[config.mk]
export PLATFORM = sky130hd
export DESIGN_NAME = uart_rx_sampler
export DESIGN_NICKNAME = d
export VERILOG_FILES = /design/src/rtl/uart_rx_sampler.sv
export SDC_FILE = /design/constraint.sdc
export NUM_CORES = 1
export LEC_CHECK = 0
export CORE_MARGIN = 5
export CORE_UTILIZATION = 55
export DETAILED_ROUTE_END_ITERATION = 10
export GPL_TIMING_DRIVEN = 0
export PLACE_DENSITY_LB_ADDON = 0.3
export SLEW_MARGIN = 20
export SYNTH_ARGS = -nofsm -noshare
export SYNTH_HDL_FRONTEND = slang
export SYNTH_SLANG_ARGS = --single-unit
[constraint.sdc]
create_clock -name clk -period 2.1 [get_ports clk]
set_input_delay 0.42 -clock clk [delete_from_list [all_inputs] [get_ports clk]]
set_output_delay 0.42 -clock clk [all_outputs]
set_load 0.005 [all_outputs]
[src/rtl/uart_rx_sampler.sv]
// Oversampling UART receiver: 2-flop synchronizer, 2-of-3 majority vote around the bit centre,
// IDLE/START/DATA/[PARITY]/STOP sequencing. Define UART_RX_PARITY_EN to add an even-parity bit.
module uart_rx_sampler #(
    parameter int OVERSAMPLE = 16,
    parameter int DATA_BITS  = 8
) (
    input  logic                 clk,
    input  logic                 rst,
    input  logic                 baud_en,
    input  logic                 rx,
    output logic [DATA_BITS-1:0] data_out,
    output logic                 data_valid,
    output logic                 frame_err,
    output logic                 parity_err,
    output logic                 busy
);
    localparam int CW       = $clog2(OVERSAMPLE);
    localparam int BW       = $clog2(DATA_BITS + 32'sd1);
    localparam int CENTER_I = OVERSAMPLE / 32'sd2;

    localparam logic [CW-1:0] CNT_ZERO = {CW{1'b0}};
    localparam logic [CW-1:0] CNT_ONE  = {{(CW-1){1'b0}}, 1'b1};
    localparam logic [CW-1:0] CNT_CM1  = CW'(CENTER_I - 32'sd1);
    localparam logic [CW-1:0] CNT_C    = CW'(CENTER_I);
    localparam logic [CW-1:0] CNT_CP1  = CW'(CENTER_I + 32'sd1);
    localparam logic [CW-1:0] CNT_LAST = CW'(OVERSAMPLE - 32'sd1);
    localparam logic [BW-1:0] BIT_ZERO = {BW{1'b0}};
    localparam logic [BW-1:0] BIT_ONE  = {{(BW-1){1'b0}}, 1'b1};
    localparam logic [BW-1:0] BIT_LAST = BW'(DATA_BITS);

`ifdef UART_RX_PARITY_EN
    typedef enum logic [2:0] {
        IDLE   = 3'd0,
        START  = 3'd1,
        DATA   = 3'd2,
        PARITY = 3'd3,
        STOP   = 3'd4
    } state_t;
`else
    typedef enum logic [2:0] {
        IDLE   = 3'd0,
        START  = 3'd1,
        DATA   = 3'd2,
        STOP   = 3'd4
    } state_t;
`endif

    function automatic logic majority3(input logic a, input logic b, input logic c);
        return (a & b) | (a & c) | (b & c);
    endfunction

`ifdef UART_RX_PARITY_EN
    function automatic logic even_parity(input logic [DATA_BITS-1:0] d);
        return ^d;
    endfunction
`endif

    state_t               state_r, state_s;
    logic                 rx_meta_r, rxs_r;
    logic [CW-1:0]        cnt_r, cnt_s;
    logic                 samp_a_r, samp_a_s;
    logic                 samp_b_r, samp_b_s;
    logic [DATA_BITS-1:0] shift_r, shift_s;
    logic [BW-1:0]        bit_cnt_r, bit_cnt_s;
    logic [DATA_BITS-1:0] data_out_r, data_out_s;
    logic                 valid_r, valid_s;
    logic                 ferr_r, ferr_s;
    logic                 busy_r;
    logic                 wrap_s, decide_s, decision_s;
`ifdef UART_RX_PARITY_EN
    logic                 par_mis_r, par_mis_s;
    logic                 perr_r, perr_s;
`endif

    // Phase tracking, centre sampling and frame sequencing; nothing moves without baud_en
    always_comb begin
        state_s    = state_r;
        cnt_s      = cnt_r;
        samp_a_s   = samp_a_r;
        samp_b_s   = samp_b_r;
        shift_s    = shift_r;
        bit_cnt_s  = bit_cnt_r;
        data_out_s = data_out_r;
        valid_s    = 1'b0;
        ferr_s     = 1'b0;
`ifdef UART_RX_PARITY_EN
        par_mis_s  = par_mis_r;
        perr_s     = 1'b0;
`endif
        wrap_s     = (cnt_r == CNT_LAST);
        decide_s   = (cnt_r == CNT_CP1);
        decision_s = majority3(samp_a_r, samp_b_r, rxs_r);

        if (baud_en) begin
            if (wrap_s) begin
                cnt_s = CNT_ZERO;
            end else begin
                cnt_s = cnt_r + CNT_ONE;
            end
            if (cnt_r == CNT_CM1) begin
                samp_a_s = rxs_r;
            end else begin
                samp_a_s = samp_a_r;
            end
            if (cnt_r == CNT_C) begin
                samp_b_s = rxs_r;
            end else begin
                samp_b_s = samp_b_r;
            end

            case (state_r)
                IDLE: begin
                    // The tick that first sees the low line is phase 0 of the start bit
                    if (!rxs_r) begin
                        state_s   = START;
                        cnt_s     = CNT_ONE;
                        bit_cnt_s = BIT_ZERO;
                    end else begin
                        cnt_s = CNT_ZERO;
                    end
                end
                START: begin
                    if (decide_s && decision_s) begin
                        state_s = IDLE;
                        cnt_s   = CNT_ZERO;
                    end else if (wrap_s) begin
                        state_s = DATA;
                    end else begin
                        state_s = START;
                    end
                end
                DATA: begin
                    if (decide_s) begin
                        shift_s   = {decision_s, shift_r[DATA_BITS-1:1]};
                        bit_cnt_s = bit_cnt_r + BIT_ONE;
                    end else begin
                        shift_s   = shift_r;
                        bit_cnt_s = bit_cnt_r;
                    end
                    if (wrap_s && (bit_cnt_r == BIT_LAST)) begin
`ifdef UART_RX_PARITY_EN
                        state_s = PARITY;
`else
                        state_s = STOP;
`endif
                    end else begin
                        state_s = DATA;
                    end
                end
`ifdef UART_RX_PARITY_EN
                PARITY: begin
                    if (decide_s) begin
                        par_mis_s = decision_s ^ even_parity(shift_r);
                    end else begin
                        par_mis_s = par_mis_r;
                    end
                    if (wrap_s) begin
                        state_s = STOP;
                    end else begin
                        state_s = PARITY;
                    end
                end
`endif
                STOP: begin
                    // Leave at the decision point so a start bit right after the stop bit is caught
                    if (decide_s) begin
                        state_s    = IDLE;
                        cnt_s      = CNT_ZERO;
                        data_out_s = shift_r;
                        valid_s    = 1'b1;
                        ferr_s     = ~decision_s;
`ifdef UART_RX_PARITY_EN
                        perr_s     = par_mis_r;
`endif
                    end else begin
                        state_s = STOP;
                    end
                end
                default: begin
                    state_s = IDLE;
                    cnt_s   = CNT_ZERO;
                end
            endcase
        end else begin
            cnt_s = cnt_r;
        end
    end

    // Two-flop synchronizer on the raw line, idle high out of reset
    always_ff @(posedge clk or posedge rst) begin
        if (rst) begin
            rx_meta_r <= 1'b1;
            rxs_r     <= 1'b1;
        end else begin
            rx_meta_r <= rx;
            rxs_r     <= rx_meta_r;
        end
    end

    // FSM, datapath and registered one-clock result pulses
    always_ff @(posedge clk or posedge rst) begin
        if (rst) begin
            state_r    <= IDLE;
            cnt_r      <= CNT_ZERO;
            samp_a_r   <= 1'b1;
            samp_b_r   <= 1'b1;
            shift_r    <= {DATA_BITS{1'b0}};
            bit_cnt_r  <= BIT_ZERO;
            data_out_r <= {DATA_BITS{1'b0}};
            valid_r    <= 1'b0;
            ferr_r     <= 1'b0;
            busy_r     <= 1'b0;
        end else begin
            state_r    <= state_s;
            cnt_r      <= cnt_s;
            samp_a_r   <= samp_a_s;
            samp_b_r   <= samp_b_s;
            shift_r    <= shift_s;
            bit_cnt_r  <= bit_cnt_s;
            data_out_r <= data_out_s;
            valid_r    <= valid_s;
            ferr_r     <= ferr_s;
            busy_r     <= (state_s != IDLE);
        end
    end

`ifdef UART_RX_PARITY_EN
    // Parity mismatch latch and its result pulse
    always_ff @(posedge clk or posedge rst) begin
        if (rst) begin
            par_mis_r <= 1'b0;
            perr_r    <= 1'b0;
        end else begin
            par_mis_r <= par_mis_s;
            perr_r    <= perr_s;
        end
    end

    assign parity_err = perr_r;
`else
    assign parity_err = 1'b0;
`endif

    assign data_out   = data_out_r;
    assign data_valid = valid_r;
    assign frame_err  = ferr_r;
    assign busy       = busy_r;
endmodule
# Word level (Yosys, flattened, before mapping)
# Cells that the tools add are included.
dict set report classes {
  bitwise 6
  n_mux 21
  n_addsub 2
  reduce_logical 10
  eq_ne 10
}
# op count
set ops {}
lappend ops {{two-way mux 4 bit} 5}
lappend ops {{== test 4 bit, second input constant} 4}
lappend ops {{one-hot mux 4 bit (4 select lines)} 1}
lappend ops {{two-way mux 3 bit} 4}
lappend ops {{one-hot mux 3 bit (4 select lines)} 1}
lappend ops {{adder 4 x 1 -> 4 bit, second input constant} 2}
lappend ops {{one-hot mux 4 bit (2 select lines)} 1}
lappend ops {{two-way mux 1 bit} 7}
lappend ops {{AND reduction 3 bit} 2}
lappend ops {{== test 4 x 3 -> 1 bit, second input constant} 1}
lappend ops {{two-way mux 2 bit} 2}
lappend ops {{!= test 2 bit, second input constant} 2}
lappend ops {{AND reduction 2 bit} 2}
lappend ops {{AND reduction 4 bit} 1}
lappend ops {{AND 1 bit} 3}
lappend ops {{== test 3 x 1 -> 1 bit, second input constant} 1}
lappend ops {{== test 3 x 2 -> 1 bit, second input constant} 1}
lappend ops {{== test 3 bit, second input constant} 1}
lappend ops {{zero test 3 bit} 1}
lappend ops {{nonzero test 3 bit} 1}
lappend ops {{logical AND 1 bit} 2}
lappend ops {{bitwise OR 1 bit} 2}
lappend ops {{nonzero test 2 bit} 1}
lappend ops {{NOT 1 bit} 1}
dict set report totals {
  ff_bits 34
  input_bits 4
  out_inout_bits 12
  word_cells 61
}

# Longest topological paths before layout
dict set report logic_depth {
  word_depth 8
  mapped_depth 8
  ltp_nobuf 6
}

# Least setup slack after synthesis
# Ideal clock, no wire load.
dict set report synth_timing {
  kind {register to register}
  start {register cnt_r[0]}
  end {register shift_r[0]}
  arrival_time_ns 1.526
  required_time_ns 1.975
  period_less_slack_ns 1.651
  n_path_buf 2
  setup_ns 0.125
  path_stages_with_launch 7
  path_slack_ns 0.449
  path_cell_list {dfrtp_1 ha_1 and3b_1 buf_6 nand3_2 buf_2 mux2_2}
}
dict set report synth_via {
  elab_chain_len 2
}
# item line
set synth_lines {}
lappend synth_lines {{from (decl)} 60} ;# logic [CW-1:0] cnt_r, cnt_s;
lappend synth_lines {{from (signal assigned)} 215} ;# cnt_r <= cnt_s;
lappend synth_lines {{== test 4 bit} 91} ;# decide_s = (cnt_r == CNT_CP1);
lappend synth_lines {{AND reduction 3 bit (no line)} n/a}
lappend synth_lines {{to (signal assigned)} 207} ;# shift_r <= {DATA_BITS{1'b0}};
lappend synth_lines {{to (signal assigned)} 218} ;# shift_r <= shift_s;
lappend synth_lines {{to (decl)} 63} ;# logic [DATA_BITS-1:0] shift_r, shift_s;
# Every way passes these cells.
# A chain may end at the register's enable or synchronous reset.

# Final worst setup path
dict set report layout_timing {
  start {register cnt_r[0]}
  end {register shift_r[5]}
}
# The elaborated chain is that of the path after synthesis.

==> reports/metrics.cfg <==
[global_routing]
grt_use_total_pct=15.58
overflow=0
grt_pass1_vias=1123
grt_antenna_before_repair=0
grt_pass1_wl_mm=4.933
grt_max_degree=35

[clock_tree]
postCtsSetupBuffers=0
clock_sinks=34
post_cts_resized=0
root_buffer=clkbuf_4
insertion_delay_ps=330
cts.clk_slew.worst_paths_ps=100
hold_buffers=0
cts_tree=done
htree_levels=2
cts_buffer_depth=2
cts-buffers-inserted=5

[finish]
drive_gt1_share_pct=26.62
fill_cells=216
fin_nets=162
antennaDiodeCount=0
area_delta_synth_final_pct=14.42
final_area_um2=1817

[worst_setup_path]
arrival_ps=2040
cp_max_fo=10
path_class=reg -> reg
required_ps=2320
worst_r2r_path_depth=6
end_kind=register
cp-start-kind=register

[drt]
first_pass_iters=4
wire_per_inst_um=14.81
detail_route.wirelength_mm=2.740
viasPerCell=5.670
vias=1049
drcViolationCount=0
ant_nets=0
drtIter0Drc=41

[synthesis]
syn_nets=142
syn_area_per_cell_um2=11.94
synth_seq_area_share_pct=53.90
syn_area_um2=1588
ys_warn_count=0
syn_inst=133
ys_types=37
synth_seq_cells=34

[timing]
min_period_ps=1823
finalSetupTns_ps=0
worst_pin_slew_ps=668.8
final_max_slew_viol_count=0
grt_setup_unrepaired=no
setup_viol=0
slew-limit-headroom_pct=55.35
fin_skew_ps=7.738
hold_viol_final=0
fmax_mhz=548.6
finalCritPeriodShare_pct=86.81

[outcome]
status=finished, final reports clean

[power_and_ir_drop]
power_leakage_nw=0.8833
power.density_nw_per_um2=732.1
peakVddDrop_mv=0.6282

[placed_design]
place_area_um2=1757
hpwl_mm=1.962
gp_congestion=0.7825
port_buffers=13

[floorplanning]
die_h_um=63.73
die_w_um=63.73
die_area_um2=4062
coreArea_um2=2758
ios=16
initial_utilization_pct=57.58
rows=19

[hold_path]
hold-path-cell-count=0
holdCritPathClass=reg -> reg

[flow_run]
drv_cap=0

==> cells in the final DEF (no fill, tap or decap), types with 3 or more instances in the layout <==
cell	synthesis	routed
nand4_1	4	4
nor2_1	6	6
o21ai_0	5	5
mux2_2	18	18
nor3_1	3	3
clkbuf_4	0	5
nand3_1	4	4
dfstp_2	4	4
o22ai_1	3	3
nand2_1	4	4
clkdlybuf4s50_1	0	13
buf_6	3	3
dfrtp_1	30	30
ha_1	5	5
inv_1	12	11
==> path summary, 6_finish.rpt <==
kind | end | from | slack [ps]
max in group asynchronous | shift_r[5]$_DFFE_PP0P_ | rst | 1170
worst min register to register | rxs_r$_DFF_PP1_ | rx_meta_r$_DFF_PP1_ | 360
worst max register to register | shift_r[5]$_DFFE_PP0P_ | cnt_r[0]$_DFFE_PP0P_ | 280
worst min-delay path | rxs_r$_DFF_PP1_ | rx_meta_r$_DFF_PP1_ | 360
worst max-delay path | shift_r[5]$_DFFE_PP0P_ | cnt_r[0]$_DFFE_PP0P_ | 280
min in group asynchronous | shift_r[1]$_DFFE_PP0P_ | rst | 490
==> metrics by stage <==
| step | power (mW) | std cells | hold slack (ps) | util (%) | worst slack, ps |
|---|---|---|---|---|---|
| floorplan | 0.9094 | 133 | 345.2 | - | 449.1 |
| global placement | 0.9519 | 177 | 349.5 | 63.70 | 254.1 |
| detailed placement | 0.9665 | 177 | 349.8 | 63.70 | 291.0 |
| CTS | 1.346 | 185 | 363.7 | 65.88 | 271.1 |
| global route | 1.420 | 185 | 373.7 | 65.88 | 168.5 |
| finish | 1.330 | 185 | 361.6 | 65.88 | 277.0 |
==> per-layer routing <==
layer  part of all wire [%]  wire length, um  track usage (%)
met5                      0                0                0
met3                    5.7              157            6.130
met1                     45             1231            18.94
met4                    1.9               52            7.013
met2                     47             1299            24.49
==> synthesized netlist by cell type, drive strengths merged <==
cell type | instances | area [um2]
dfrtp | 30 | 750.7
mux2 | 18 | 202.7
inv | 12 | 45.04
buf | 6 | 51.30
nor2 | 6 | 22.52
o21ai | 6 | 30.02
ha | 5 | 62.56
nand2 | 5 | 21.27
nand3 | 5 | 30.03
nand4 | 5 | 37.53
dfstp | 4 | 105.1
nor3 | 3 | 15.01
o22ai | 3 | 18.77
a21oi | 2 | 10.01
a31oi | 2 | 12.51
and2b | 2 | 15.01
and3b | 2 | 17.52
maj3 | 2 | 21.27
nand3b | 2 | 15.01
nand4b | 2 | 17.52
xor2 | 2 | 17.52
a211oi | 1 | 12.51
a21o | 1 | 7.510
a32oi | 1 | 8.760
and3 | 1 | 6.260
conb | 1 | 3.750
nor2b | 1 | 6.260
o31a | 1 | 8.760
o31ai | 1 | 7.510
or4 | 1 | 7.510
==> state kept, by name (all words and copies together), names as in the netlist <==
signal	flops
data_valid	1
shift_r	8
samp_a_r	1
samp_b_r	1
busy	1
cnt_r	4
frame_err	1
rx_meta_r	1
rxs_r	1
bit_cnt_r	4
state_r	3
data_out	8
==> worst max-delay path, cell delays in order, from the launching register on <==
cell and delay (ps):
dfrtp_1 470, ha_1 240, and3b_1 190, buf_6 130, nand3_2 80, buf_2 230, mux2_2 360
==> cell families (layout without fill, tap and decap cells) <==
group | count (synthesis) | after routing | share of synthesized area, %
fa+ha+maj | 7 | 7 | 5.280
other cells | 1 | 1 | 0.2362
mux | 18 | 18 | 12.77
flops | 34 | 34 | 53.90
compound gates | 18 | 18 | 7.329
buf+inv | 18 | 39 | 6.068
simple gates | 35 | 35 | 13.32
xor+xnor | 2 | 2 | 1.103
==> cell type report <==
class	instances	area [um2]	share of cell area, %
plain buffers	6	51.30	2.824
clock buffers	7	55.05	3.030
clock inverters	1	5.005	0.2755
inverters	12	45.04	2.479
multi-input cells	81	635.6	34.99
flip-flops and latches	34	855.8	47.11
well taps	31	38.79	2.135
repair buffers	13	130.1	7.163
==> report_power, final <==
group	total, mW	internal, mW	switching, mW
sequential	0.753	0.710	0.0435
clock	0.373	0.162	0.211
combinational	0.204	0.0911	0.113
Note: power is estimated with default switching activity, not from simulation.
